`config.mk`:
```
export PLATFORM = sky130hd
export DESIGN_NAME = tia_horizontal_scheduler
export DESIGN_NICKNAME = d
export VERILOG_FILES = /design/src/rtl/tia_horizontal_scheduler_pkg.sv /design/src/rtl/tia_hline_decode.sv /design/src/rtl/tia_horizontal_scheduler.sv
export VERILOG_INCLUDE_DIRS = /design/src /design/src/rtl
export SDC_FILE = /design/constraint.sdc
export NUM_CORES = 1
export LEC_CHECK = 0
export ABC_CLOCK_PERIOD_IN_PS = 2500
export CELL_PAD_IN_SITES_DETAIL_PLACEMENT = 1
export CELL_PAD_IN_SITES_GLOBAL_PLACEMENT = 1
export CORE_UTILIZATION = 35
export DETAILED_ROUTE_END_ITERATION = 8
export PLACE_DENSITY = 0.83
export SYNTH_ARGS = -nofsm -noshare
export SYNTH_HDL_FRONTEND = slang
export SYNTH_SLANG_ARGS = --single-unit
```
`constraint.sdc`:
```
create_clock -name clk -period 2.5 [get_ports clk]
set_clock_uncertainty 0.15 [all_clocks]
set_input_delay 0.75 -clock clk [delete_from_list [all_inputs] [get_ports clk]]
set_output_delay 0.75 -clock clk [all_outputs]
set_load 0.05 [all_outputs]
```
`src/rtl/tia_timing.vh`:
```
// Line timing constants for the TIA horizontal scheduler, in colour clocks.
`ifndef TIA_TIMING_VH
`define TIA_TIMING_VH
`define TIA_LINE_CLKS    228
`define TIA_HBLANK_END   68
`define TIA_HMOVE_EXT    8
`define TIA_HSYNC_START  16
`define TIA_HSYNC_END    32
`define TIA_CBURST_START 36
`define TIA_CBURST_END   48
`define TIA_RSYNC_LOAD   224
`endif

```
`src/rtl/tia_horizontal_scheduler_pkg.sv`:
```
// Shared constants and helpers for the TIA horizontal scheduler.
package tia_horizontal_scheduler_pkg;
`include "tia_timing.vh"

    localparam int DEF_LINE_CLKS    = `TIA_LINE_CLKS;
    localparam int DEF_HBLANK_END   = `TIA_HBLANK_END;
    localparam int DEF_HMOVE_EXT    = `TIA_HMOVE_EXT;
    localparam int DEF_HSYNC_START  = `TIA_HSYNC_START;
    localparam int DEF_HSYNC_END    = `TIA_HSYNC_END;
    localparam int DEF_CBURST_START = `TIA_CBURST_START;
    localparam int DEF_CBURST_END   = `TIA_CBURST_END;
    localparam int DEF_RSYNC_LOAD   = `TIA_RSYNC_LOAD;

    // Half-open window test on the colour-clock counter.
    function automatic logic in_window(
        input logic [7:0] cc,
        input logic [7:0] lo,
        input logic [7:0] hi
    );
        return (cc >= lo) && (cc < hi);
    endfunction

endpackage

```
`src/rtl/tia_hline_decode.sv`:
```
// Combinational line-timing decode from the colour-clock position.
module tia_hline_decode
    import tia_horizontal_scheduler_pkg::*;
#(
    parameter int HBLANK_END   = DEF_HBLANK_END,
    parameter int HMOVE_EXT    = DEF_HMOVE_EXT,
    parameter int HSYNC_START  = DEF_HSYNC_START,
    parameter int HSYNC_END    = DEF_HSYNC_END,
    parameter int CBURST_START = DEF_CBURST_START,
    parameter int CBURST_END   = DEF_CBURST_END
) (
    input  logic [7:0] cc,
    input  logic       hmove_line,
    output logic       hblank,
    output logic       hsync,
    output logic       cburst,
    output logic       line_start
);

    localparam logic [7:0] BLANK_END = 8'(HBLANK_END);
    localparam logic [7:0] EXT_END   = 8'(HBLANK_END + HMOVE_EXT);

    always_comb begin
        hblank     = (cc < BLANK_END) || (hmove_line && (cc < EXT_END));
        hsync      = in_window(cc, 8'(HSYNC_START), 8'(HSYNC_END));
        cburst     = in_window(cc, 8'(CBURST_START), 8'(CBURST_END));
        line_start = (cc == 8'd0);
    end

endmodule

```
`src/rtl/tia_horizontal_scheduler.sv`:
```
// TIA scan-line sequencer: colour-clock counter, phase enables, line decodes
// and the RSYNC/WSYNC/HMOVE strobe handling.
module tia_horizontal_scheduler
    import tia_horizontal_scheduler_pkg::*;
#(
    parameter int LINE_CLKS    = DEF_LINE_CLKS,
    parameter int HBLANK_END   = DEF_HBLANK_END,
    parameter int HMOVE_EXT    = DEF_HMOVE_EXT,
    parameter int HSYNC_START  = DEF_HSYNC_START,
    parameter int HSYNC_END    = DEF_HSYNC_END,
    parameter int CBURST_START = DEF_CBURST_START,
    parameter int CBURST_END   = DEF_CBURST_END,
    parameter int RSYNC_LOAD   = DEF_RSYNC_LOAD
) (
    input  logic       clk,
    input  logic       r,
    input  logic       rsync_strobe,
    input  logic       wsync_strobe,
    input  logic       hmove_strobe,
    output logic       phi1_en,
    output logic       phi2_en,
    output logic [5:0] hcount,
    output logic       line_start,
    output logic       hblank,
    output logic       hsync,
    output logic       cburst,
    output logic       hmove_line,
    output logic       rdy
);

    localparam logic [7:0] LAST_CC = 8'(LINE_CLKS - 1);
    localparam logic [7:0] LOAD_CC = 8'(RSYNC_LOAD);

    logic [7:0] cc;
    logic [7:0] cc_nxt;
    logic       wrap;
    logic       hmove_pend;
    logic       wsync_pend;

    always_comb begin
        cc_nxt = cc + 8'd1;
        if (rsync_strobe) begin
            cc_nxt = LOAD_CC;
        end else if (cc == LAST_CC) begin
            cc_nxt = 8'd0;
        end
        wrap = (cc_nxt == 8'd0);
    end

    always_ff @(posedge clk or posedge r) begin
        if (r) begin
            cc         <= 8'd0;
            hmove_pend <= 1'b0;
            hmove_line <= 1'b0;
            wsync_pend <= 1'b0;
        end else begin
            cc <= cc_nxt;
            // A strobe on the wrap edge belongs to the line now starting.
            if (wrap) begin
                hmove_line <= hmove_pend | hmove_strobe;
                hmove_pend <= 1'b0;
            end else if (hmove_strobe) begin
                hmove_pend <= 1'b1;
            end
            // Set beats clear, so a strobe on the wrap stalls a full line.
            if (wsync_strobe) begin
                wsync_pend <= 1'b1;
            end else if (wrap) begin
                wsync_pend <= 1'b0;
            end
        end
    end

    assign phi1_en = (cc[1:0] == 2'd0);
    assign phi2_en = (cc[1:0] == 2'd2);
    assign hcount  = cc[7:2];
    assign rdy     = ~wsync_pend;

    tia_hline_decode #(
        .HBLANK_END   (HBLANK_END),
        .HMOVE_EXT    (HMOVE_EXT),
        .HSYNC_START  (HSYNC_START),
        .HSYNC_END    (HSYNC_END),
        .CBURST_START (CBURST_START),
        .CBURST_END   (CBURST_END)
    ) u_decode (
        .cc         (cc),
        .hmove_line (hmove_line),
        .hblank     (hblank),
        .hsync      (hsync),
        .cburst     (cburst),
        .line_start (line_start)
    );

endmodule
```
==> results.yml <==
final_layout:
  stdcell_area_um2: 1060
  antenna_cells: 0
  syn2layout_area_growth_pct: 43.9
  layout-drive-gt1-share_pct: 34.0
  fillers: 227
  finalNetCount: 112
  finalNonFillerCells: 130
sta:
  fin_crit_ps: 2420
  relSlewSlack_pct: 67.2
  tightestPinTransition_ps: 484
  tns_ps: 0
  min_period_over_period_pct: 96.9
  hold_ws_ps: 349
  hold_viol_final: 0
  fmax_mhz: 413
  setup_violations: 0
  maxSlewViolCount: 0
route:
  antenna_left: 0
  dr.first_iter.drc_count: 7
  drt_pass1_iterations: 2
  vias_per_cell: 5.08
  totalWireLength_mm: 1.97
  wl_per_cell_um: 15.1
  dr_total_vias: 661
  drcViolationCount: 0
floorplan:
  die_w_um: 47.9
  die_y_um: 47.9
  initial_utilization_pct: 37.2
  num_rows: 16
  io_pins: 19
  coreArea_um2: 1980
  dieArea_um2: 2300
placed_design:
  hpwl_mm: 1.55
  dp.cells: 125
  place_area_um2: 1010
  gp_routability_congestion: 0.783
  portBuffers: 18
yosys:
  synthTopCellsByCount: "dfrtp_1, inv_1, nor2_1"
  synth_most_common_cell: "dfrtp_1"
  syn-cell-area_um2: 738
  ys_warn_count: 0
  synthTopCellsByArea: "dfrtp_1, buf_4, ha_1"
  async_flop_share_pct: 100
  synth_top_area_share_pct: 37.3
  synth-edff-count: 0
  synth_fp_nets: 90
  ys_seq_area_share_pct: 37.3
  synthDistinctLibCells: 34
  syn_avg_cell_area_um2: 9.00
  synthCells: 82
  yosysTopAreaCell: "dfrtp_1"
  synth_flop_cell: "dfrtp_1"
  ys_ff_latch: 11
power_and_ir_drop:
  irDropWorstVdd_uv: 278
  p_leak_nw: 0.489
  p_per_area_nw_per_um2: 420
clock_network:
  cts_made_buffers: 3
  htreeDepth: 1
  clkLatencyLatePin_ps: 270
  numClockSinks: 11
  cts_tree: "yes"
  hold_buffers: 0
  cts_buffer_depth: 2
  clkTransAtPathRegs_ps: 70
  clockRootBuffer: "clkbuf_4"
grt:
  grt_first_pass_wirelength_mm: 3.06
  gr-total-overflow: 0
  antenna_found_initial: 0
  grt_start_max_net_pins: 12
  grt_usage_pct: 20.6
  grt_pass1_vias: 653
critical_path:
  rr_worst_depth: 6
  arrival_ps: 1520
  crit_path_start_kind: "flop"
  r2r-start: "cc[2]"
  crit_path_max_fanout: 3
  end_kind: "output pin"
  required_ps: 1600
  critPathKind: "flop to output pin"
  r2r_slack_ps: 150
  reg2reg_to: "hmove_line"
worst_hold_path:
  worstHoldPathCells: 2
  hold_path_end: "hmove_pend"
  min_path_type: "flop to flop"
  worstHoldStart: "hmove_pend"
outcome:
  status: "finished clean"
run:
  max-cap-violations: 0
## per-layer routing
layer  GRT usage [%]  share of wire (%)
met5               0                  0
met3            4.53                2.2
met4            6.67                  0
met2            36.2                 55
met1            24.7                 43
## worst max-delay path: stages (launching register included)
cell and delay [ps]:
dfrtp_1 430, nand2_1 120, a21oi_2 60, or3_4 340, a21oi_4 160, buf_12 150
## state kept, by name (all words and copies together), names as in the netlist
signal      flops
hmove_line      1
cc              8
hmove_pend      1
wsync_pend      1
## cells by family (layout without fill, tap and decap cells)
logic type | after synthesis | in the layout | synth area share [%]
fa+ha+maj | 3 | 3 | 5.09
buf+inv | 19 | 40 | 13.1
mux | 1 | 1 | 1.36
flops | 11 | 11 | 37.3
simple gates | 35 | 35 | 28.5
xor+xnor | 3 | 3 | 3.56
compound gates | 10 | 10 | 11.2
## report_power, final
group          switching [mW]  total (mW)  internal, mW
combinational          0.0754       0.129        0.0539
clock                  0.0618       0.123        0.0617
sequential            0.00943       0.194         0.184
total                   0.147       0.447         0.300
## worst max-delay path by stage
stage / from / to / slack (ps) / depth (start not counted)
2_1_floorplan: cc[4] / cburst / -50 / 3
3_3_place_gp: rsync_strobe / hmove_line / -20 / 4
3_5_place_dp: rsync_strobe / hmove_line / -70 / 4
4_1_cts: cc[2] / hblank / 50 / 5
5_1_grt: cc[2] / hblank / -0.3 / 5
6_report: cc[2] / hblank / 80 / 5
## cells in the final DEF (no fill, tap or decap), types with 2 or more instances in the layout
master	count
and3_2	2
inv_1	9
nand2_1	4
nor3_1	5
ha_1	3
clkbuf_4	3
buf_4	15
nand3_1	4
xor2_1	2
clkdlybuf4s50_1	6
dfrtp_1	11
nor4_1	2
buf_12	6
nor2_1	6
## final cells by class
class	count	area [um^2]	share of cell area (%)
clock buffer	4	26.3	2.47
inverter	9	33.8	3.18
multi-input combinational	52	400	37.7
sequential	11	275	25.9
tap	27	33.8	3.18
timing repair buffer	27	293	27.6
## through the flow
step | util (%) | setup slack, ps | total power, mW
after floorplan | - | -53.9 | 0.277
final | 53.6 | 76.6 | 0.447
after global routing | 53.6 | -0.311 | 0.473
after detailed placement | 51.1 | -67.7 | 0.325
after CTS | 53.2 | 52.3 | 0.451
after global placement | 51.1 | -21.8 | 0.319
## what timing repair did
| item | CTS | global route |
|---|---|---|
| pin swaps | 2 | 1 |
| gates cloned | 0 | 0 |
| endpoints found under the setup margin | 1 | 1 |
| gates resized for setup | 2 | 2 |
| buffers inserted | 1 | 0 |
No activity file was read; power rests on OpenSTA's default activity.
